`src/rtl/m_store_buffer_pkg.sv`:
```
// Shared definitions for the M-stage store buffer: store op encodings,
// the AdES exception code and the lane-index width helper.
package m_store_buffer_pkg;

   localparam logic [2:0] ST_OP_NONE = 3'b000;
   localparam logic [2:0] ST_OP_SB   = 3'b001;
   localparam logic [2:0] ST_OP_SH   = 3'b010;
   localparam logic [2:0] ST_OP_SW   = 3'b011;
   localparam logic [2:0] ST_OP_SD   = 3'b100;

   localparam logic [4:0] EXC_ADES = 5'd5;

   function automatic int lane_w(input int data_w);
      return $clog2(data_w / 8);
   endfunction

endpackage

```
`src/rtl/m_store_buffer_lane_align.sv`:
```
// m_store_lane_align: combinational store formatter. Maps op/lane/source data to
// byte enables and lane-aligned data, and flags misaligned or illegal ops.
module m_store_lane_align
   import m_store_buffer_pkg::*;
#(
   parameter int DATA_W = 32
) (
   input  logic [2:0]                  op,
   input  logic [lane_w(DATA_W)-1:0]   lane,
   input  logic [DATA_W-1:0]           wdata,
   output logic [DATA_W/8-1:0]         byteen,
   output logic [DATA_W-1:0]           data,
   output logic                        bad
);

   localparam int BYTES  = DATA_W / 8;
   localparam int LANE_W = lane_w(DATA_W);

   logic [LANE_W+2:0] shamt;

   always_comb begin
      shamt  = {lane, 3'b000};
      byteen = '0;
      data   = '0;
      bad    = 1'b0;
      case (op)
         ST_OP_NONE: ;
         ST_OP_SB: begin
            byteen = BYTES'(1) << lane;
            data   = DATA_W'(wdata[7:0]) << shamt;
         end
         ST_OP_SH: begin
            bad    = lane[0];
            byteen = BYTES'(2'b11) << lane;
            data   = DATA_W'(wdata[15:0]) << shamt;
         end
         ST_OP_SW: begin
            bad    = |lane[1:0];
            byteen = BYTES'(4'hF) << lane;
            data   = DATA_W'(wdata[31:0]) << shamt;
         end
         ST_OP_SD: begin
            if (BYTES == 8) begin
               bad    = |lane;
               byteen = '1;
               data   = wdata;
            end else begin
               bad = 1'b1;
            end
         end
         default: bad = 1'b1;
      endcase
      // a rejected store never reaches the FIFO; keep its lanes quiet
      if (bad) begin
         byteen = '0;
         data   = '0;
      end
   end

endmodule

```
`src/rtl/m_store_buffer.sv`:
```
// m_store_buffer: M-stage store unit with a DEPTH-entry FIFO draining over req/ack,
// plus a word-address load hazard compare. Define STORE_MERGE_EN for write-combining into the tail.
module m_store_buffer
   import m_store_buffer_pkg::*;
#(
   parameter int DATA_W = 32,
   parameter int ADDR_W = 32,
   parameter int DEPTH  = 4
) (
   input  logic                     clk,
   input  logic                     reset,
   input  logic                     st_valid,
   output logic                     st_ready,
   input  logic [2:0]               st_op,
   input  logic [ADDR_W-1:0]        st_addr,
   input  logic [DATA_W-1:0]        st_wdata,
   output logic                     st_exc,
   output logic                     mem_req,
   output logic [ADDR_W-1:0]        mem_addr,
   output logic [DATA_W/8-1:0]      mem_byteen,
   output logic [DATA_W-1:0]        mem_wdata,
   input  logic                     mem_ack,
   input  logic [ADDR_W-1:0]        ld_addr,
   output logic                     ld_hit,
   output logic                     empty,
   output logic [$clog2(DEPTH):0]   count
);

   localparam int BYTES  = DATA_W / 8;
   localparam int LANE_W = lane_w(DATA_W);
   localparam int PTR_W  = $clog2(DEPTH);
   localparam int CNT_W  = PTR_W + 1;

   localparam logic [ADDR_W-1:0] WORD_MASK = ~ADDR_W'(BYTES - 1);

   logic [ADDR_W-1:0] addr_q [DEPTH];
   logic [ADDR_W-1:0] addr_d [DEPTH];
   logic [BYTES-1:0]  be_q   [DEPTH];
   logic [BYTES-1:0]  be_d   [DEPTH];
   logic [DATA_W-1:0] data_q [DEPTH];
   logic [DATA_W-1:0] data_d [DEPTH];

   logic [PTR_W-1:0] wr_ptr_q, wr_ptr_d;
   logic [PTR_W-1:0] rd_ptr_q, rd_ptr_d;
   logic [CNT_W-1:0] count_q,  count_d;

   logic [BYTES-1:0]  al_be;
   logic [DATA_W-1:0] al_data;
   logic              al_bad;

   logic [ADDR_W-1:0] st_word;
   logic [ADDR_W-1:0] ld_word;
   logic [PTR_W-1:0]  ld_idx;
   logic              st_store;
   logic              full;
   logic              merge_hit;
   logic              do_push;
   logic              do_pop;

   m_store_lane_align #(.DATA_W(DATA_W)) u_align (
      .op     (st_op),
      .lane   (st_addr[LANE_W-1:0]),
      .wdata  (st_wdata),
      .byteen (al_be),
      .data   (al_data),
      .bad    (al_bad)
   );

   assign st_word  = st_addr & WORD_MASK;
   assign ld_word  = ld_addr & WORD_MASK;
   assign st_exc   = st_valid & al_bad;
   assign st_store = st_valid & ~al_bad & (st_op != ST_OP_NONE);
   assign full     = (count_q == CNT_W'(DEPTH));

`ifdef STORE_MERGE_EN
   logic [PTR_W-1:0] tail_ptr;
   assign tail_ptr = wr_ptr_q - 1'b1;
   // count >= 2 keeps the merge target away from the head that may be in flight
   assign merge_hit = st_store & (count_q >= CNT_W'(2)) & (addr_q[tail_ptr] == st_word);
`else
   assign merge_hit = 1'b0;
`endif

   assign st_ready = ~full | merge_hit;
   assign do_push  = st_store & ~full & ~merge_hit;
   assign mem_req  = (count_q != '0);
   assign do_pop   = mem_req & mem_ack;
   assign empty    = ~mem_req;
   assign count    = count_q;

   assign mem_addr   = mem_req ? addr_q[rd_ptr_q] : '0;
   assign mem_byteen = mem_req ? be_q[rd_ptr_q]   : '0;
   assign mem_wdata  = mem_req ? data_q[rd_ptr_q] : '0;

   always_comb begin
      addr_d   = addr_q;
      be_d     = be_q;
      data_d   = data_q;
      wr_ptr_d = wr_ptr_q;
      rd_ptr_d = rd_ptr_q;
      if (do_push) begin
         addr_d[wr_ptr_q] = st_word;
         be_d[wr_ptr_q]   = al_be;
         data_d[wr_ptr_q] = al_data;
         wr_ptr_d         = wr_ptr_q + 1'b1;
      end
`ifdef STORE_MERGE_EN
      if (merge_hit) begin
         be_d[tail_ptr] = be_q[tail_ptr] | al_be;
         for (int b = 0; b < BYTES; b++) begin
            if (al_be[b]) data_d[tail_ptr][8*b +: 8] = al_data[8*b +: 8];
         end
      end
`endif
      if (do_pop) rd_ptr_d = rd_ptr_q + 1'b1;
      count_d = count_q + CNT_W'(do_push) - CNT_W'(do_pop);
   end

   // entry storage needs no reset: it is only observed through count-qualified paths
   always_ff @(posedge clk) begin
      addr_q <= addr_d;
      be_q   <= be_d;
      data_q <= data_d;
   end

   always_ff @(posedge clk) begin
      if (reset) begin
         wr_ptr_q <= '0;
         rd_ptr_q <= '0;
         count_q  <= '0;
      end else begin
         wr_ptr_q <= wr_ptr_d;
         rd_ptr_q <= rd_ptr_d;
         count_q  <= count_d;
      end
   end

   always_comb begin
      ld_hit = 1'b0;
      ld_idx = '0;
      for (int i = 0; i < DEPTH; i++) begin
         ld_idx = rd_ptr_q + PTR_W'(i);
         if ((CNT_W'(i) < count_q) && (addr_q[ld_idx] == ld_word)) ld_hit = 1'b1;
      end
   end

endmodule

```
`config.mk`:
```
export PLATFORM = sky130hd
export DESIGN_NAME = m_store_buffer
export DESIGN_NICKNAME = d
export VERILOG_FILES = /design/src/rtl/m_store_buffer_pkg.sv /design/src/rtl/m_store_buffer_lane_align.sv /design/src/rtl/m_store_buffer.sv
export SDC_FILE = /design/constraint.sdc
export NUM_CORES = 1
export LEC_CHECK = 0
export CAP_MARGIN = 20
export CORE_UTILIZATION = 58
export CTS_BUF_LIST = sky130_fd_sc_hd__clkbuf_8
export DETAILED_ROUTE_END_ITERATION = 10
export MAX_ROUTING_LAYER = met4
export PLACE_DENSITY = 0.83
export SYNTH_ARGS = -nofsm -noshare
export SYNTH_HDL_FRONTEND = slang
export SYNTH_HIERARCHICAL = 1
export SYNTH_SLANG_ARGS = --single-unit
```
`constraint.sdc`:
```
create_clock -name clk -period 6 [get_ports clk]
set_input_delay 1.2 -clock clk [delete_from_list [all_inputs] [get_ports clk]]
set_output_delay 1.2 -clock clk [all_outputs]
set_load 0.02 [all_outputs]
```
==> summary.txt, run 1 <==
Number of placement rows = 58
Total global routing overflow = 0
Setup tns final = 0 ns
Area leader, netlist = edfxtp_1
Fraction of registers with async set/reset = 0
Layout fillers = 1695
Slew Limit Fails = 0
Placement Setup Slack = 0.5853 ns
CTS buffer count = 44
DRT iter0 DRCs = 906
Setup Fix Bufs, Post-CTS = 0
First-pass GRT wire length = 59000 um
# nets final = 1349
Clock Tree Root = clkbuf_8
Pwr/cell area = 391.9 nW/um2
Setup CP Type = flip-flop to output pin
Final Hold Viols = 0
Synth area leaders = edfxtp_1, mux4_2, mux2i_1
Unrepaired setup endpoints after global routing = no
Synthesized flop and latch total = 271
Initial Util = 0.5909
Max Clock Freq = 180.8 MHz
Chip width = 162.2 um
Distinct cells, synth = 67
Final instance area = 17870 um2
Avg WL per Cell = 24.65 um
Startpoint types = flip-flop
Most frequent cells in the layout = edfxtp_1, clkdlybuf4s50_1, mux2i_1
Detailed placement HPWL = 27970 um
CTS Hold Buffers Added = 0
Number of diodes = 0
Die H = 162.2 um
Main synth FF type = edfxtp_1
DRC Markers = 0
Worst EP arrival = 4.33 ns
Tot GR Track Use = 0.3143
Drt total wl = 39420 um
Vias in the first global route = 10100
Clock transition at the registers of the reported paths = 0.06 ns
Register area share after synthesis = 0.5422
Initial antenna violation count = 0
Hold Crit Class = flip-flop to flip-flop
PnR worst setup slack = 0.4693 ns
Port bufs = 174
Tot Pwr = 7006 uW
Static Leak = 0.005851 uW
FF-to-FF setup slack = 2.28 ns
Placed Area = 16950 um2
Vias = 10050
WP data required = 4.80 ns
1st-pass router iterations = 5
Yosys top cell area share = 0.5328
Number of synthesized flops with an enable pin = 264
Crit end category = output pin
Via density = 6.288
Yosys synthesis warning count = 6
Tmin final = 5.531 ns
Synthesized area per cell = 13.97 um2
Antenna-violating nets left = 0
Pin count of the biggest net entering global routing = 67
GPL Wtd Cong = 0.9792
Final Cycle Share = 0.9218
Total die area = 26300 um2
Max VDD drop = 0.2816 mV
Worst slew pin tran = 0.7605 ns
Max Cap Viol = 0
Synthesized area = 14880 um2
H-tree Lvls = 2
Status = complete, no violations
Worst-Skew Late Latency = 0.57 ns
CTS tree = built
Commonest non-fill, non-tap cell in the layout = edfxtp_1
Maximum buffer depth of the clock tree = 3
Mapped Cells = 1065
Layout cell share with drive strength beyond 1 = 0.1734
Crit path max fanout = 31
# resized after CTS = 0
Area grow syn2layout = 20.12%
Worst relative slew slack = 0.4914
Boundary Pins = 179
Core ar. = 25180 um2
Clock skew = 0.03568 ns
Number of clock sinks = 271
Final setup violation count = 0
==> stage by stage <==
stage | hold WS, ns | utilization | instances
after floorplan | 0.5136 | - | 1066
after global placement | 0.5348 | 0.6733 | 1520
after detailed placement | 0.5740 | 0.6733 | 1520
after CTS | 0.6141 | 0.7096 | 1598
after global routing | 0.6306 | 0.7098 | 1599
final | 0.6068 | 0.7098 | 1599
==> critical path, stage by stage, from the launching register on <==
cell and delay, ns:
dfxtp_4 0.67, buf_12 0.26, mux4_2 0.54, xnor2_1 0.20, nand4_1 0.28, a2111oi_2 0.40
nand4_1 0.16, or4_1 0.53, nand3_1 0.11, clkdlybuf4s50_1 0.61
==> cell type report <==
class / count / area [um2] / share of cell area
sequential: 271 / 8075 / 0.4518
timing repair buffer: 209 / 2077 / 0.1162
multi-input combinational: 696 / 6337 / 0.3545
clock buffer: 52 / 715.7 / 0.04004
inverter: 15 / 56.30 / 0.003150
tap: 330 / 412.9 / 0.02310
clock inverter: 26 / 200.2 / 0.01120
==> final timing paths <==
| check | startpoint | endpoint | cells after the start |
|---|---|---|---|
| max | rd_ptr_q[0] | ld_hit | 9 |
| min | wr_ptr_q[1] | wr_ptr_q[1] | 2 |
| max reg2reg | count[2] | count[2] | 11 |
| min reg2reg | wr_ptr_q[1] | wr_ptr_q[1] | 2 |
==> report_power, final <==
group	total [uW]	internal, uW	switching (uW)
registers	2240	2150	87.9
logic	3130	1430	1700
clock network	1640	919	718
==> logic make-up (layout without fill, tap and decap cells) <==
kind of cell	after synthesis	count (layout)	synth area share
other	1	2	0.0002520
flip-flops	271	271	0.5422
multiplexers	196	196	0.1958
XOR/XNOR	93	93	0.05474
adder cells (fa/ha/maj)	9	9	0.008072
AO/OA/AOI/OAI	148	148	0.07156
buffers and inverters	99	302	0.03254
AND/OR/NAND/NOR	248	248	0.09485
==> cells in the mapped netlist (all sizes together), types with 12 or more instances <==
cell type / number
nor2: 45
o21ai: 21
a22oi: 19
mux2: 21
nand4: 18
clkbuf: 40
nand3: 13
and2: 25
buf: 44
inv: 15
xor2: 28
mux4: 74
a21oi: 32
mux2i: 101
nand2: 36
nor2b: 50
or3: 12
nor3: 12
xnor2: 65
edfxtp: 264
==> flip-flops by register name, indices dropped and copies added, names as in the netlist <==
signal,flops
rd_ptr_q,2
count,3
wr_ptr_q,2
addr_q,120
be_q,16
data_q,128
==> metal layers <==
| layer | part of all wire | routed length [um] | global-route usage |
|---|---|---|---|
| met4 | 0.034 | 1327 | 0.1239 |
| met3 | 0.072 | 2832 | 0.05260 |
| met5 | 0 | 0 | - |
| met2 | 0.50 | 19720 | 0.5115 |
| met1 | 0.39 | 15540 | 0.3952 |
Power figures use the tool's default switching activity.
==> inputs of run 2 (changes only) <==
Settings changed: CORE_UTILIZATION 58 to 30, CTS_CLUSTER_DIAMETER set to 80, PLACE_DENSITY 0.83 to not set.
==> run 2 against run 1 <==
Combinational power is 4% higher. Design area grew 1.9%. Non-clock buffer count down 3. Flip-flop and latch count stayed put. Wire length is 16% higher. Critical endpoint unchanged.
==> summary.txt, run 2 (synthesis gave the netlist of run 1 again) <==
Max Cap Viol = 0 (unchanged)
Port bufs = 174 (unchanged)
CTS tree = built
Max VDD drop = 0.2791 mV (-0.87%)
DP Cell Count = 1852 (+22%)
Final Hold Viols = 0 (unchanged)
Die H = 224.7 um (+39%)
Tot Pwr = 6957 uW (-0.70%)
Crit path max fanout = 18 (-42%)
Drt total wl = 45690 um (+16%)
Worst-Skew Late Latency = 0.61 ns (+0.04 ns)
DRT iter0 DRCs = 757 (-16%)
Max Clock Freq = 178.8 MHz (-1.1%)
Initial Util = 0.3040 (-0.2869)
Slowest CP cell = mux2i_1
# resized after CTS = 0 (unchanged)
Status = complete, no violations
Setup Fix Bufs, Post-CTS = 0 (unchanged)
Pwr/cell area = 382.1 nW/um2 (-2.5%)
Unrepaired setup endpoints after global routing = no
Vias = 10150 (+0.93%)
Cell count of the worst reg-to-reg path = 11 (unchanged)
GPL Wtd Cong = 0.9651 (-1.4%)
Slew Limit Fails = 0 (unchanged)
CTS buffer count = 47 (+6.8%)
# nets final = 1349 (unchanged)
Detailed placement HPWL = 32650 um (+17%)
PnR worst setup slack = 0.4083 ns (-0.06102 ns)
Number of clock sinks = 271 (unchanged)
Clock skew = 0.02442 ns (-0.01126 ns)
Post-route insts no fill = 1941 (+21%)
Reg with most FFs = data_q
Layout cell share with drive strength beyond 1 = 0.1672 (-0.006175)
Worst slew pin tran = 0.9616 ns (+0.2011 ns)
Via density = 5.228 (-17%)
Total global routing overflow = 0 (unchanged)
Placement Setup Slack = 0.6413 ns (+0.05600 ns)
Tmin final = 5.592 ns (+0.06102 ns)
Pin count of the biggest net entering global routing = 41 (-39%)
H-tree Lvls = 2 (unchanged)
Total die area = 50500 um2 (+92%)
1st-pass router iterations = 5 (unchanged)
Biggest regs = data_q: 128 flops, addr_q: 120 flops, be_q: 16 flops
CTS Hold Buffers Added = 0 (unchanged)
Boundary Pins = 179 (unchanged)
Clock transition at the registers of the reported paths = 0.06 ns (about the same)
Commonest non-fill, non-tap cell in the layout = edfxtp_1
Worst EP arrival = 4.39 ns (+0.06 ns)
Setup tns final = 0 ns (unchanged)
Hold Crit Class = flip-flop to flip-flop
Most frequent cells in the layout = edfxtp_1, clkdlybuf4s50_1, mux2i_1
DRC Markers = 0 (unchanged)
Number of placement rows = 81 (+40%)
Tot GR Track Use = 0.1857 (-0.1286)
Chip width = 224.7 um (+39%)
First-pass GRT wire length = 66990 um (+14%)
Crit end category = output pin
Startpoint types = flip-flop
Util after Layout = 0.3720 (-0.3378)
WP data required = 4.80 ns (about the same)
Core ar. = 48950 um2 (+94%)
Area grow syn2layout = 22.37%
Max FFs per register = 128 (unchanged)
Hold path depth = 2 (unchanged)
Setup CP Type = flip-flop to output pin
Clock Tree Root = clkbuf_8
Antenna-violating nets left = 0 (unchanged)
Static Leak = 0.005805 uW (-0.79%)
Worst relative slew slack = 0.3502 (-0.1412)
Critical-path cell list = buf_4 > mux2i_1 > mux2_2 > o22ai_1 > nor4_1 > nand4_1 > or4_1 > nand3_1 > clkdlybuf4s50_1
Initial antenna violation count = 3 (+3)
Maximum buffer depth of the clock tree = 3 (unchanged)
Final Cycle Share = 0.9320 (+0.01017)
Final setup violation count = 0 (unchanged)
Avg WL per Cell = 23.54 um (-4.5%)
Layout fillers = 4693 (+180%)
Vias in the first global route = 10150 (+0.49%)
Worst path max stage delay = 0.72 ns (+0.05 ns)
run 2: layout make-up:
cell class | count | area (um2) | area share
flip-flops and latches | 271 | 8075 | 0.4435
multi-input cells | 696 | 6342 | 0.3483
repair buffers | 206 | 2069 | 0.1137
well taps | 664 | 830.8 | 0.04563
clock buffers | 48 | 660.6 | 0.03628
clock inverters | 38 | 166.4 | 0.009139
inverters | 15 | 56.30 | 0.003092
diodes | 3 | 7.507 | 0.0004123
run 2: layer usage:
| metal | track usage | wire length (um) | vias up |
|---|---|---|---|
| met2 | 0.2907 | 21520 | 397 |
| met3 | 0.03919 | 3213 | 64 |
| met1 | 0.2418 | 19920 | 5179 |
| li1 | - | - | 4507 |
| met5 | - | 0 | - |
| met4 | 0.05574 | 1037 | 0 |
run 2: per-stage QoR:
step	cell area, um2	hold slack, ns
global route	18210	0.6013
CTS	18200	0.5842
finish	18210	0.5680
detailed placement	17370	0.5687
global placement	17370	0.5367
floorplan	14880	0.5136
run 2: worst paths after layout:
check	endpoint	start	slack, ns
worst max-delay path	ld_hit	rd_ptr_q[0]	0.41
worst min-delay path	wr_ptr_q[1]	wr_ptr_q[1]	0.57
worst max register to register	count[2]	count[2]	2.25
worst min register to register	wr_ptr_q[1]	wr_ptr_q[1]	0.57
run 2: worst max-delay path: cells and delay by family, from the launching register on:
kind,cells,cell delay (ns)
AOI/OAI and AO/OA,1,0.08
buffers and inverters,2,0.97
DFF,1,0.54
muxes,2,1.05
and+or+nand+nor,4,1.12
run 2: power by group:
| part | switching [uW] | leakage, uW | internal [uW] |
|---|---|---|---|
| combinational | 1810 | 0.00281 | 1430 |
| clock | 752 | 0.000480 | 745 |
| sequential | 75.0 | 0.00252 | 2150 |
| total | 2630 | 0.00580 | 4320 |
==> inputs of run 3 (changes only) <==
Settings changed: CORE_MARGIN set to 2.
==> run 3 against run 2 <==
Global-route usage fell by 0.54 points. Flip-flop and latch count stayed put. Core utilization about the same. First-iteration DRC count grew 20%. Final cell count fell by 0.41%. Largest cell class unchanged. Maximum frequency increased by 2.2%. Design area increased by 0.10%. Wire length fell by 0.67%. Non-clock buffer count fell by 1. Via count down 0.92%. Die area rose by 1.8%. Critical path type unchanged. Clock skew is 0.0099 ns higher.
==> summary.txt, run 3 (synthesis gave the netlist of run 1 again) <==
Critical-path cell list = buf_12 > buf_4 > mux2i_1 > o2bb2ai_1 > or4_1 > a222oi_1 > nand4_1 > o31a_1 > nand3_1 > clkdlybuf4s50_1
Most frequent cells in the layout = edfxtp_1, clkdlybuf4s50_1, mux2i_1
Post-route insts no fill = 1933 (-0.41%)
Setup Fix Bufs, Post-CTS = 0 (unchanged)
1st-pass router iterations = 6 (+1)
Worst EP arrival = 4.27 ns (-0.12 ns)
Reg with most FFs = data_q
Slowest CP cell = clkdlybuf4s50_1
Biggest regs = data_q: 128 flops, addr_q: 120 flops, be_q: 16 flops
Pin count of the biggest net entering global routing = 44 (+7.3%)
CTS buffer count = 46 (-2.1%)
Number of clock sinks = 271 (unchanged)
Crit path max fanout = 23 (+5)
Tmin final = 5.473 ns (-0.1188 ns)
Setup tns final = 0 ns (unchanged)
Commonest non-fill, non-tap cell in the layout = edfxtp_1
Avg WL per Cell = 23.48 um (-0.26%)
Max Clock Freq = 182.7 MHz (+2.2%)
Hold Startpoint = wr_ptr_q[1]
H-tree Lvls = 2 (unchanged)
Static Leak = 0.005813 uW (+0.14%)
Layout cell share with drive strength beyond 1 = 0.1667 (-0.0005233)
Clock Tree Root = clkbuf_8
Hold Crit Class = flip-flop to flip-flop
Vias in the first global route = 10250 (+1.0%)
GPL Wtd Cong = 0.9256 (-4.1%)
Worst reg2reg path startpoint = count[2]
Port bufs = 174 (unchanged)
Hold Worst Slack = 0.5579 ns (-0.01003 ns)
Worst relative slew slack = 0.3402 (-0.01003)
Drt total wl = 45380 um (-0.67%)
Die H = 226.7 um (+0.89%)
Chip width = 226.7 um (+0.89%)
# resized after CTS = 0 (unchanged)
Clock transition at the registers of the reported paths = 0.06 ns (about the same)
Pwr/cell area = 384.9 nW/um2 (+0.73%)
Worst-Skew Late Latency = 0.59 ns (-0.02 ns)
Area grow syn2layout = 22.49%
Tot GR Track Use = 0.1803 (-0.005402)
Max Cap Viol = 0 (unchanged)
Worst slew pin tran = 0.9764 ns (+0.01485 ns)
Crit end category = output pin
Worst path max stage delay = 0.62 ns (-0.10 ns)
Buf/Inv on CP = 3 (+1)
WP data required = 4.80 ns (about the same)
Max VDD drop = 0.2260 mV (-19%)
Vias = 10050 (-0.92%)
Setup CP Type = flip-flop to output pin
Status = complete, no violations
Util after Layout = 0.3724 (+0.0003830)
DP Cell Count = 1851 (-0.054%)
Boundary Pins = 179 (unchanged)
CP Launch Point = rd_ptr_q[0]
# nets final = 1347 (-0.15%)
Total die area = 51400 um2 (+1.8%)
Initial Util = 0.3040 (unchanged)
Antenna-violating nets left = 0 (unchanged)
Final setup violation count = 0 (unchanged)
Maximum buffer depth of the clock tree = 3 (unchanged)
CTS Hold Buffers Added = 0 (unchanged)
Detailed placement HPWL = 32800 um (+0.46%)
Unrepaired setup endpoints after global routing = no
Total global routing overflow = 0 (unchanged)
Clock skew = 0.03428 ns (+0.009859 ns)
Final Cycle Share = 0.9122 (-0.01980)
CTS tree = built
Core ar. = 48950 um2 (unchanged)
Initial antenna violation count = 3 (unchanged)
Number of placement rows = 81 (unchanged)
Slew Limit Fails = 0 (unchanged)
DRC Markers = 0 (unchanged)
First-pass GRT wire length = 65960 um (-1.5%)
Crit-path leading delay family = buffers and inverters
Max FFs per register = 128 (unchanged)
Final Hold Viols = 0 (unchanged)
Via density = 5.201 (-0.51%)
DRT iter0 DRCs = 912 (+20%)
Startpoint types = flip-flop
[run 3: per-stage QoR]
stage	worst slack (ns)	area, um2	total power [uW]
finish	0.5270	18230	7015
floorplan	1.740	14880	4242
global placement	0.6139	17370	5513
global route	0.2712	18230	7365
CTS	0.4886	18220	7110
detailed placement	0.6571	17370	5510
[run 3: report_power, final]
group / internal (uW) / leakage [uW] / total, uW / switching, uW
logic: 1430 / 0.00280 / 3220 / 1790
clock network: 843 / 0.000493 / 1570 / 724
registers: 2150 / 0.00252 / 2230 / 80.8
total: 4430 / 0.00581 / 7020 / 2590
[run 3: area by class of cell]
cell class / count / area, um2
clock buffers: 46 / 633.1
multi-input cells: 696 / 6342
well taps: 664 / 830.8
repair buffers: 205 / 2062
inverters: 15 / 56.30
fillers: 4734 / 30720
flip-flops and latches: 271 / 8075
diodes: 3 / 7.507
clock inverters: 33 / 220.2
[run 3: per-layer routing]
metal	up-vias	GRT usage	wire length, um	share of wire
li1	4495	-	-	-
met1	5099	0.2362	19590	0.43
met2	396	0.2921	21650	0.48
met3	64	0.03278	3171	0.070
met4	0	0.03947	965	0.021
met5	-	-	0	0
[run 3: path summary, 6_finish.rpt]
path	to	slack (ns)	depth (start not counted)
min	wr_ptr_q[1]	0.56	2
max reg2reg	count[2]	2.64	10
min reg2reg	wr_ptr_q[1]	0.56	2
max	ld_hit	0.53	10
[run 3: worst register-to-register path, delay by kind of cell (launching register included)]
kind,cells,cell delay [ns]
buffers and inverters,3,1.03
adder cells (fa/ha/maj),3,0.91
flip-flops,1,0.41
XOR/XNOR,1,0.14
AND/OR/NAND/NOR,3,0.76
